--- src/rtl/hdb3_line_enc_if.sv ---
// hdb3_line_enc_if: word input handshake and P/N line output of the line encoder
interface hdb3_line_enc_if #(
  parameter int DATA_W = 8
);
  logic [DATA_W-1:0] in_data;
  logic in_valid, in_ready, outdata_P, outdata_N, out_valid;
  modport master (output in_data, in_valid, input in_ready, outdata_P, outdata_N, out_valid);
  modport slave (input in_data, in_valid, output in_ready, outdata_P, outdata_N, out_valid);
endinterface

--- src/rtl/hdb3_line_enc.sv ---
// hdb3_line_enc: serialises words one bit per clock and line-codes them as AMI or HDB3 P/N pulses
module hdb3_line_enc #(
  parameter int DATA_W = 8,
  parameter int MODE = 1,
  parameter int LSB_FIRST = 0
) (
  input logic clk,
  input logic rst_n,
  hdb3_line_enc_if.slave bus
);
  localparam int CW = $clog2(DATA_W + 1);
  logic [DATA_W-1:0] sh_q, sh_d;
  logic [CW-1:0] cnt_q, cnt_d;
  logic rdy_q, rdy_d;
  logic [3:0] bit_q, bit_d, usr_q, usr_d, vt_q, vt_d;
  logic p_q, p_d, n_q, n_d, ov_q, ov_d, pos_q, pos_d, odd_q, odd_d;
  logic take, busy, sub, ins_b, pulse, pol;
  always_comb begin
    take = bus.in_valid && rdy_q;
    busy = cnt_q != '0;
    cnt_d = take ? CW'(DATA_W) : cnt_q - CW'(busy);
    sh_d = take ? bus.in_data : (LSB_FIRST != 0 ? sh_q >> 1 : sh_q << 1);
    rdy_d = cnt_d <= CW'(1);
    // four fresh zeros across the window: tag the newest as V, the oldest may become B
    sub = MODE == 1 && bit_q == '0 && vt_q == '0;
    ins_b = sub && !odd_q;
    bit_d = {bit_q[2:0], busy && (LSB_FIRST != 0 ? sh_q[0] : sh_q[DATA_W-1])};
    usr_d = {usr_q[2:0], busy};
    vt_d = {vt_q[2:1], vt_q[0] || sub, 1'b0};
    pulse = bit_q[3] || ins_b || vt_q[3];
    pol = vt_q[3] ? pos_q : !pos_q;
    p_d = pulse && pol;
    n_d = pulse && !pol;
    ov_d = usr_q[3];
    pos_d = pulse ? pol : pos_q;
    odd_d = vt_q[3] ? 1'b0 : odd_q ^ (bit_q[3] || ins_b);
  end
  always_ff @(posedge clk)
    if (!rst_n) begin
      sh_q <= '0;
      cnt_q <= '0;
      rdy_q <= 1'b0;
      bit_q <= '0;
      usr_q <= '0;
      vt_q <= '0;
      p_q <= 1'b0;
      n_q <= 1'b0;
      ov_q <= 1'b0;
      pos_q <= 1'b0;
      odd_q <= 1'b0;
    end else begin
      sh_q <= sh_d;
      cnt_q <= cnt_d;
      rdy_q <= rdy_d;
      bit_q <= bit_d;
      usr_q <= usr_d;
      vt_q <= vt_d;
      p_q <= p_d;
      n_q <= n_d;
      ov_q <= ov_d;
      pos_q <= pos_d;
      odd_q <= odd_d;
    end
  assign bus.in_ready = rdy_q;
  assign bus.outdata_P = p_q;
  assign bus.outdata_N = n_q;
  assign bus.out_valid = ov_q;
endmodule
--- src/flat_wrapper.sv ---
// flat-port wrapper written by rule: the top's interface ports become plain ports
module hdb3_line_enc_flat 
#(
  parameter int DATA_W = 8,
  parameter int MODE = 1,
  parameter int LSB_FIRST = 0
)
  (clk, rst_n, bus_in_data, bus_in_valid, bus_in_ready, bus_outdata_P, bus_outdata_N, bus_out_valid);
  hdb3_line_enc_if #(.DATA_W(DATA_W)) bus_i ();
  input logic clk;
  input logic rst_n;
  input wire logic [$bits(bus_i.in_data)-1:0] bus_in_data;
  input wire logic [$bits(bus_i.in_valid)-1:0] bus_in_valid;
  output wire logic [$bits(bus_i.in_ready)-1:0] bus_in_ready;
  output wire logic [$bits(bus_i.outdata_P)-1:0] bus_outdata_P;
  output wire logic [$bits(bus_i.outdata_N)-1:0] bus_outdata_N;
  output wire logic [$bits(bus_i.out_valid)-1:0] bus_out_valid;
  assign bus_i.in_data = bus_in_data;
  assign bus_i.in_valid = bus_in_valid;
  assign bus_in_ready = bus_i.in_ready;
  assign bus_outdata_P = bus_i.outdata_P;
  assign bus_outdata_N = bus_i.outdata_N;
  assign bus_out_valid = bus_i.out_valid;
  hdb3_line_enc #(.DATA_W(DATA_W), .MODE(MODE), .LSB_FIRST(LSB_FIRST)) u_core (.clk(clk), .rst_n(rst_n), .bus(bus_i));
endmodule
--- config.mk ---
export PLATFORM = sky130hd
export DESIGN_NAME = hdb3_line_enc_flat
export DESIGN_NICKNAME = d
export VERILOG_FILES = /design/src/rtl/hdb3_line_enc_if.sv /design/src/rtl/hdb3_line_enc.sv /design/src/flat_wrapper.sv
export SDC_FILE = /design/constraint.sdc
export NUM_CORES = 1
export LEC_CHECK = 0
export CAP_MARGIN = 20
export CORE_MARGIN = 2
export CORE_UTILIZATION = 40
export CTS_CLUSTER_DIAMETER = 50
export DETAILED_ROUTE_END_ITERATION = 12
export PLACE_DENSITY = 0.66
export SLEW_MARGIN = 25
export SYNTH_ARGS = -nofsm -noshare
export SYNTH_HDL_FRONTEND = slang
export SYNTH_SLANG_ARGS = --single-unit
--- constraint.sdc ---
create_clock -name clk -period 2.6 [get_ports clk]
set_input_delay 0.52 -clock clk [delete_from_list [all_inputs] [get_ports clk]]
set_output_delay 0.52 -clock clk [all_outputs]
set_load 0.01 [all_outputs]
After elaboration in Yosys (flattened, before gate mapping) --
Cells that the tools add are included.
Cells by class: add/sub/neg operators 1, order comparisons 1, mux-type cells 3, bitwise gates (word level) 2, reductions and logical operators 17
Operator list (count):
- $logic_not A4 Y1 | 2
- $mux W8 | 1
- $logic_and A1 B1 Y1 | 6
- $le A4 B1 Y1 const B | 1
- $mux W4 | 1
- $reduce_bool A4 Y1 | 1
- $sub A4 B1 Y4 | 1
- $logic_not A1 Y1 | 3
- $logic_or A1 B1 Y1 | 3
- $reduce_and A2 Y1 | 1
- $reduce_or A2 Y1 | 1
- $mux W1 | 1
- $not A1 Y1 | 1
- $xor A1 B1 Y1 | 1
Word-level totals: flip-flop bits (word level) 30, input port bits 11, output and inout port bits 4, word-level logic and storage cells 37

Logic depth before layout (Yosys ltp) --
depth in word-level cells 6, depth in mapped cells 6, gate-level depth less buffers 6

Worst setup path after synthesis --
OpenSTA, ideal clock, no wires.
path kind register -> register, start point register u_core.cnt_q[2], end point register u_core.rdy_q, in the netlist u_core.bus.in_ready, library setup time 96 ps, arrival time 1660 ps, data required time 2504 ps, setup slack 844 ps, stages on the path, launching flop included 7, path buffers 0, clock period less this slack 1756 ps, cells stage by stage dfxtp_1 > or4_1 > ha_1 > ha_1 > xnor2_1 > nand2_1 > nor4b_1
Between the ends: longest elaborated chain between the ends 4
RTL lines:
- start, declared | line hdb3_line_enc.sv:13 | logic [CW-1:0] cnt_q, cnt_d;
- start signal, assigned | line hdb3_line_enc.sv:53 | cnt_q <= cnt_d;
- $reduce_bool A4 Y1 | line hdb3_line_enc.sv:20 | busy = cnt_q != '0;
- via u_core.busy | line hdb3_line_enc.sv:17 | logic take, busy, sub, ins_b, pulse, pol;
- $sub A4 B1 Y4 | line hdb3_line_enc.sv:21 | cnt_d = take ? CW'(DATA_W) : cnt_q - CW'(busy);
- $mux W4 | line hdb3_line_enc.sv:21
- $le A4 B1 Y1 | line hdb3_line_enc.sv:23 | rdy_d = cnt_d <= CW'(1);
- end signal, assigned | line hdb3_line_enc.sv:54 | rdy_q <= rdy_d;
- end, declared | line hdb3_line_enc.sv:14 | logic rdy_q, rdy_d;
The timed path passes the listed nets, and every way through them passes these cells. A chain may end at the register's enable or synchronous reset.

Worst setup path after layout --
Same ends and word-level chain as after synthesis.

==> flow_summary.ini <==
[synthesis]
avgSynthCellArea_um2 = 10.0
synth-simple-area-share_pct = 22.6
synth_xor_area_share_pct = 1.84
synth_cell_types = 23
synth_top_family_by_area = simple AND/OR/NAND/NOR gates
seq_area_frac_synth_pct = 60.9
synth_fp_nets = 108
synthAdderAreaFrac_pct = 2.62
synth_flop_cell = dfxtp_1
synth-edff-count = 0
synth_mux_area_share_pct = 1.05
syn_area_um2 = 953
synth-seq-cells = 29
synth-compound-area-share_pct = 8.27
synth_warnings = 0
synthArstFlopShare_pct = 0
synth_cells = 95

[drt]
first_iter_violations = 1
dr.pass1.iters = 3
vias = 695
avgRoutedWirePerCell_um = 10.5
drc = 0
finalWirelength_um = 1510
viasPerCell = 4.86
ant_nets = 0

[sta]
hold_viol = 0
max_freq_ghz = 0.524
rsz0062_at_grt = no
worst_pin_slew_ps = 312
finalMaxSlewViolations = 0
setup_tns_ps = 0
setup_viol = 0
relSlewSlack_pct = 79.1
fin_worst_skew_ps = 5.13
min_period_over_period_pct = 73.4
whs_ps = 435
fin_crit_ps = 1910

[setup_path]
cpPeakStageDelay_ps = 550
worstSetupStartpoint = u_core.cnt_q[2]$_SDFF_PN0_
required_ps = 2820
cp_slowest_cell = or4_1
rrSetupSlack_ps = 690
worstPathArrival_ps = 2130
path_cells = or4_1, ha_1, ha_1, xnor2_1, nand2_1, nor4b_1
path_max_fanout = 3
startpoint_type = flip-flop
regToRegEndpoint = u_core.bus.in_ready$_SDFF_PN0_
worstRegToRegCells = 6
critPathCaptureType = flip-flop
worst_path_most_repeated_cell = ha_1
crit_family = simple AND/OR/NAND/NOR gates
critPathKind = flip-flop to flip-flop
worst-path-buf-inv = 0
rr_startpoint = u_core.cnt_q[2]$_SDFF_PN0_
critical_path_depth = 6

[run_status]
status = complete, no violations

[floorplanning]
die_x_um = 52.8
dieArea_um2 = 2790
fp.dieH_um = 52.8
ios = 15
initial_core_util_pct = 42.7
rows = 17
core-area_um2 = 2230

[power_and_ir_drop]
leakagePower_uw = 0.000461
total_power_uw = 1030
power.density_nw_per_um2 = 870
irDropWorstVdd_uv = 522

[clock_tree]
clkSinkCount = 29
cts_buffer_depth = 2
cts_resized = 0
path_clk_slew_ps = 80
cts_max_level = 2
cts_made_buffers = 5
insertion_delay_ps = 310
cts_root_buffer = clkbuf_4
postCtsSetupBuffers = 0
hold_buffers = 0
cts_tree = done

[min_path]
min_path_cells = 1
holdPathEnd = u_core.usr_q[3]$_SDFF_PN0_
worstHoldPathType = flip-flop to flip-flop
min_from = u_core.usr_q[2]$_SDFF_PN0_

[cells_and_area]
final_cell_area_um2 = 1180
nNetsFinal = 128
fillers = 204
diodes = 0
syn_to_final_growth_pct = 24.1
final_cells = 143
drive_above_1_share_pct = 7.83

[global_routing]
grt_max_degree = 18
grt_pass1_vias = 597
overflow = 0
grt_antenna_before_repair = 0
track_usage_pct = 13.7
grt_first_pass_wirelength_um = 2530

[place]
dp_hpwl_um = 1040
gp_congestion = 0.618
dpl.cell_count = 136
port_buffers = 14
place_area_um2 = 1130

[run]
cap_violations = 0
cell usage after synthesis (all sizes together) (2+ instances only):
library cell | count | share of area [%]
a21oi | 8 | 4.2
and2 | 11 | 7.2
and3 | 3 | 2.1
clkbuf | 2 | 0.79
dfxtp | 29 | 61
ha | 2 | 2.6
inv | 4 | 1.6
nand2 | 18 | 7.1
nor2 | 3 | 1.2
o22ai | 2 | 1.3
xnor2 | 2 | 1.8
report_power, final:
group	total (µW)	leakage (µW)	switching [µW]	internal, µW
logic	232	0.000193	107	125
clock network	265	0.0000314	138	127
registers	533	0.000237	27.5	505
total	1030	0.000461	273	757
routing by layer:
layer,global-route usage (%),part of all wire (%),vias up
met3,6.00,4.8,5
met4,12.8,3.2,0
li1,-,-,356
met1,15.8,47,321
met2,18.3,45,13
met5,0,0,-
per-stage QoR:
stage | setup slack [ps] | util, %
4_1_cts | 664 | 53.0
2_1_floorplan | 844 | -
6_report | 691 | 53.0
3_5_place_dp | 686 | 50.5
5_1_grt | 512 | 53.0
3_3_place_gp | 729 | 50.5
worst register-to-register path, cell delays in order, from the launching register on:
cell and delay [ps]:
dfxtp_1 340, or4_1 550, ha_1 220, ha_1 190, xnor2_1 200, nand2_1 80, nor4b_1 230
how the worst max path moves through the flow:
stage	slack, ps	end
floorplan	840	u_core.bus.in_ready$_SDFF_PN0_
global route	510	u_core.bus.in_ready$_SDFF_PN0_
global placement	730	u_core.odd_q$_SDFF_PP0_
CTS	660	u_core.bus.in_ready$_SDFF_PN0_
finish	690	u_core.bus.in_ready$_SDFF_PN0_
detailed placement	690	u_core.odd_q$_SDFF_PP0_
final cells by class:
cell class | count | area [µm²] | share of cell area (%)
Clock buffer | 7 | 55.1 | 4.65
Tap cell | 28 | 35.0 | 2.96
Sequential cell | 29 | 581 | 49.0
Multi-Input combinational cell | 59 | 347 | 29.3
Timing Repair Buffer | 15 | 148 | 12.5
Inverter | 5 | 18.8 | 1.59
layout by cell type (no fill, tap or decap):
cell,count
and3_1,2
dfxtp_1,29
and3_2,1
buf_4,1
a32oi_1,1
nor3b_1,1
xnor2_1,2
nor4b_1,1
nor2_1,3
clkinv_1,1
inv_1,4
or4_1,1
clkbuf_1,1
a2111oi_1,1
mux2i_1,1
and2_1,11
nor3_1,1
nand2_1,18
clkdlybuf4s50_1,14
clkbuf_8,1
clkbuf_4,5
a211oi_1,1
nand2b_1,1
a21oi_1,8
nor4_2,1
o22ai_1,2
ha_1,2
flip-flops by register name (all words and copies together), names as in the netlist:
register,flops
u_core.sh_q,8
u_core.bit_q,4
u_core.cnt_q,4
u_core.usr_q,4
u_core.vt_q,3
u_core.bus.in_ready,1
u_core.bus.out_valid,1
u_core.bus.outdata_N,1
u_core.bus.outdata_P,1
u_core.odd_q,1
u_core.pos_q,1
kinds of logic (layout without fill, tap and decap cells):
kind of cell    Yosys count  count (layout)
xor+xnor                  2               2
fa+ha+maj                 2               2
simple gates             41              41
mux                       1               1
flops                    29              29
buf+inv                   7              27
compound gates           13              13
Power figures use the tool's default switching activity.
==> patch 1: new RTL, same settings <==
`DATA_W` is set to 8 in 3 places; all go to 4.
--- a/src/rtl/hdb3_line_enc_if.sv
+++ b/src/rtl/hdb3_line_enc_if.sv
@@ -1,6 +1,6 @@
 // hdb3_line_enc_if: word input handshake and P/N line output of the line encoder
 interface hdb3_line_enc_if #(
-  parameter int DATA_W = 8
+  parameter int DATA_W = 4
 );
   logic [DATA_W-1:0] in_data;
   logic in_valid, in_ready, outdata_P, outdata_N, out_valid;
--- a/src/rtl/hdb3_line_enc.sv
+++ b/src/rtl/hdb3_line_enc.sv
@@ -1,6 +1,6 @@
 // hdb3_line_enc: serialises words one bit per clock and line-codes them as AMI or HDB3 P/N pulses
 module hdb3_line_enc #(
-  parameter int DATA_W = 8,
+  parameter int DATA_W = 4,
   parameter int MODE = 1,
   parameter int LSB_FIRST = 0
 ) (
--- a/src/flat_wrapper.sv
+++ b/src/flat_wrapper.sv
@@ -1,7 +1,7 @@
 // flat-port wrapper written by rule: the top's interface ports become plain ports
 module hdb3_line_enc_flat 
 #(
-  parameter int DATA_W = 8,
+  parameter int DATA_W = 4,
   parameter int MODE = 1,
   parameter int LSB_FIRST = 0
 )
Interface: changed (resized bus_in_data); port bits go from 15 to 11. The function was not compared with the original's and may differ.
==> patch 1 against the original RTL <==
  * Critical path depth decreased by 5
  * Setup slack better by 97 ps
  * Total power fell by 21%
  * Area after synthesis shrank 19%
  * Routed wire length down 26%
  * Design area decreased by 21%
  * Sequential cell count is 5 lower
  * Count of clock-buffer cells in the layout fell by 3
  * Critical path type is now register to primary output
==> patch 1: results (changes against the original RTL) <==
vias post-DR 522 (-25%); input/output buffers 10 (-4); met2 routed WL 544 um (-19%); sequential fraction of the synthesis area 62.2% (+1.3 points); Mean Syn Cell Area 10.4 um^2 (+3.9%); status finished clean; P_leak 0.375 nW (-19%); CP Max Fanout 5 (+2); dpl hpwl 819 um (-21%); slew margin rel. 69.6% (-9.5 points); CTS Buf Count 3 (-2); layout cells sized above 1 6.90% (-0.93 points); GPL Wtd Cong 0.658 (+6.4%); Clock Tree Root clkbuf_4; first-pass GRT wire length 1.77 mm (-30%); CP max-delay cell clkdlybuf4s50_1; Global Route Usage Sum 12.1% (-1.6 points); htree depth 1 (-1); Layout Nets 97 (-24%); drt pass-1 iters 2 (-1); met1 WL 491 um (-31%); max incr delay on CP 570 ps (+20 ps); Syn Nets 83 (-23%); Setup Skew 1.13 ps (-4.00 ps); crit-path leading delay family buffers and inverters; setup slack after placement 690 ps (+4.12 ps); Peak VDD IR 0.000621 V (+19%); vias in the first global route 450 (-25%); CTS clk-pin slew, worst paths 120 ps (+40 ps); detailed-route wire length 1.12 mm (-26%)
patch 1: cell count changes after synthesis, moves of 3 or more:
| cell | delta |
|---|---|
| a21oi_1 | -4 |
| dfxtp_1 | -5 |
| nand3_1 | +3 |
| nand2_1 | -10 |
patch 1: worst paths after layout:
kind	start	to	slack, ps	cells after the start
min reg2reg	u_core.usr_q[2]$_SDFF_PN0_	u_core.usr_q[3]$_SDFF_PN0_	450	1
min	u_core.usr_q[2]$_SDFF_PN0_	u_core.usr_q[3]$_SDFF_PN0_	450	1
max	u_core.bus.in_ready$_SDFF_PN0_	bus_in_ready	790	1
max reg2reg	u_core.cnt_q[2]$_SDFF_PN0_	u_core.bus.in_ready$_SDFF_PN0_	1050	6
patch 1: cells by family after synthesis:
| group | Yosys count | synth area share (%) |
|---|---|---|
| AND/OR/NAND/NOR | 31 | 21.6 |
| AO/OA/AOI/OAI | 9 | 7.62 |
| buffers and inverters | 6 | 2.92 |
| multiplexers | 1 | 1.30 |
| adder cells (fa/ha/maj) | 2 | 3.24 |
| flip-flops | 24 | 62.2 |
| XOR/XNOR | 1 | 1.13 |
patch 1: power by group:
| group | switching (mW) | internal, mW | leakage, nW |
|---|---|---|---|
| logic | 0.0855 | 0.0937 | 0.158 |
| clock network | 0.103 | 0.0855 | 0.0210 |
| registers | 0.0243 | 0.422 | 0.196 |
| total | 0.213 | 0.602 | 0.375 |
patch 1: cell type report:
cell class	count	area, um^2
fillers	182	828
flip-flops and latches	24	480
multi-input cells	44	269
repair buffers	10	100
clock buffers	4	36.3
well taps	25	31.3
inverters	5	18.8
patch 1: metrics by stage:
stage / total power [mW] / cells / area (um^2) / utilization (%)
after floorplan: 0.581 / 74 / 772 / -
after global placement: 0.632 / 108 / 900 / 51.0
after detailed placement: 0.636 / 108 / 900 / 51.0
after CTS: 0.828 / 112 / 936 / 53.0
after global routing: 0.876 / 112 / 936 / 53.0
final: 0.815 / 112 / 936 / 53.0
patch 1: per-layer routing:
layer	global-route usage (%)	vias to the layer above
met2	20.3	12
met4	4.86	0
met3	7.92	2
li1	-	272
met5	0	-
met1	11.7	236
==> patch 2: new RTL, same settings <==
Made on the original files. `sh_q` no longer has a reset.
--- a/src/rtl/hdb3_line_enc.sv
+++ b/src/rtl/hdb3_line_enc.sv
@@ -37,7 +37,6 @@
   end
   always_ff @(posedge clk)
     if (!rst_n) begin
-      sh_q <= '0;
       cnt_q <= '0;
       rdy_q <= 1'b0;
       bit_q <= '0;
@@ -49,7 +48,6 @@
       pos_q <= 1'b0;
       odd_q <= 1'b0;
     end else begin
-      sh_q <= sh_d;
       cnt_q <= cnt_d;
       rdy_q <= rdy_d;
       bit_q <= bit_d;
@@ -61,6 +59,10 @@
       pos_q <= pos_d;
       odd_q <= odd_d;
     end
+
+  always_ff @(posedge clk) begin
+    sh_q <= sh_d;
+  end
   assign bus.in_ready = rdy_q;
   assign bus.outdata_P = p_q;
   assign bus.outdata_N = n_q;
Behaviour: same outputs for any inputs over 10 cycles, from zero or initial values and one cycle with rst_n low; that may be too few to reach the edited logic, so the function may still have changed.
==> patch 2 against the original RTL <==
  * Critical endpoint unchanged
  * Highest routed layer unchanged
  * Total power increased by 21%
  * Design area increased by 0.63%
  * Sequential cell count unchanged
  * Critical path depth unchanged
  * Final cell count decreased by 10%
  * Area after synthesis decreased by 2.0%
  * First-iteration DRC count increased to 3.0 times the old value
  * Routed wire length decreased by 14%
  * Setup slack improved by 16 ps
==> patch 2: results (changes against the original RTL) <==
first-pass GRT wire length 2.34 mm (-7.4%); Clock Path Buffers 2 (unchanged); Post-Layout Cell Count 128 (-10%); worst path arrival time 2110 ps (-20 ps); Mean Syn Cell Area 11.8 um^2 (+18%); number of vias per cell 4.79 (-1.5%); top cells by area, synth dfxtp_1 62%, mux2_2 8.4%, and2_1 6.7%; Distinct cells, synth 22 (-4.3%); Peak VDD IR 0.000594 V (+14%); CTS clk-pin slew, worst paths about 90 ps; crit-path leading delay family simple AND/OR/NAND/NOR gates; Synth top area share 62.1% (+1.2 points); Worst-Margin Slew 433 ps (+121 ps); WL per Instance 10.2 um (-3.7%); DP Cell Count 120 (-12%); Worst setup startpoint u_core.cnt_q[2]$_SDFF_PN0_; Global Route Usage Sum 12.4% (-1.3 points); setup slack after placement 731 ps (+45.0 ps); Layout Nets 112 (-13%); Adder-Cell Fraction of Synth Area 2.68% (+0.053 points); number of fill cells 211 (+3.4%); layout cells sized above 1 16.0% (+8.2 points); leading cell types by count after synthesis 29 x dfxtp_1, 10 x and2_1, 7 x mux2_2, 5 x inv_1, 4 x and3_1; Worst R2R Setup Slack 710 ps (+20 ps); P_leak 0.503 nW (+9.2%); DRT iter0 DRCs 3 (+2); dpl hpwl 925 um (-11%); post-synthesis xor/xnor area fraction 1.87% (+0.037 points); sw frac 24.5% (-2.0 points); status finished clean; Synth Area in Compound Gates 4.69% (-3.6 points); Setup Skew 12.0 ps (+6.87 ps); placed cell area 1110 um^2 (-2.0%); mux share of post-synthesis cell area 9.50% (+8.5 points); vias in the first global route 587 (-1.7%); GPL Wtd Cong 0.689 (+12%); Syn Nets 92 (-15%); Tmin final 1890 ps (-16.4 ps); async set-reset flop share out of synthesis 0% (unchanged); sequential fraction of the synthesis area 62.1% (+1.2 points)
patch 2: changes by cell type after synthesis, moves of 2 or more:
cell,unedited run,this run
nand2_1,18,3
a21oi_1,8,1
mux2_2,0,7
and3_1,2,4
patch 2: worst min path at each step:
stage | slack [ps] | endpoint | startpoint | cells after the start
after floorplan | 410 | u_core.bus.out_valid$_SDFF_PN0_ | u_core.usr_q[3]$_SDFF_PN0_ | 1
after global placement | 410 | u_core.usr_q[2]$_SDFF_PN0_ | u_core.usr_q[1]$_SDFF_PN0_ | 1
after detailed placement | 420 | u_core.usr_q[2]$_SDFF_PN0_ | u_core.usr_q[1]$_SDFF_PN0_ | 1
after CTS | 440 | u_core.usr_q[2]$_SDFF_PN0_ | u_core.usr_q[1]$_SDFF_PN0_ | 1
after global routing | 460 | u_core.usr_q[2]$_SDFF_PN0_ | u_core.usr_q[1]$_SDFF_PN0_ | 1
final | 440 | u_core.usr_q[2]$_SDFF_PN0_ | u_core.usr_q[1]$_SDFF_PN0_ | 1
patch 2: logic make-up (layout without fill, tap and decap cells):
group | after synthesis | count (layout)
buffers and inverters | 6 | 27
XOR/XNOR | 2 | 2
flip-flops | 29 | 29
adder cells (fa/ha/maj) | 2 | 2
AND/OR/NAND/NOR | 26 | 26
AO/OA/AOI/OAI | 6 | 6
multiplexers | 8 | 8
patch 2: power groups by stage:
stage                     Clock, mW  Combinational, mW  Sequential, mW
after global placement            0              0.279           0.592
after floorplan                   0              0.209           0.590
after detailed placement          0              0.290           0.595
after global routing          0.411              0.328           0.595
after CTS                     0.386              0.292           0.584
final                         0.373              0.287           0.582
patch 2: final cells by class:
type	count	area [um^2]	share of cell area, %
Multi-Input combinational cell	44	332	27.8
Tap cell	28	35.0	2.94
Inverter	5	18.8	1.58
Clock inverter	1	30.0	2.52
Timing Repair Buffer	14	140	11.8
Clock buffer	7	55.1	4.62
Sequential cell	29	581	48.7
patch 2: routing by layer:
layer  vias to the layer above  track usage, %  wire (um)  share of wire, %
li1                        312               -          -                 -
met1                       280            12.7        548                42
met2                        15            18.8        613                47
met3                         6            7.71        101               7.8
met4                         0            7.69         36               2.8
met5                         -               0          0                 0
patch 2: stage by stage:
stage	power (mW)	util (%)	hold WS, ps
after CTS	1.26	53.8	443
after global routing	1.33	53.8	465
after floorplan	0.799	-	412
after detailed placement	0.884	50.0	422
final	1.24	53.8	437
after global placement	0.870	50.0	413
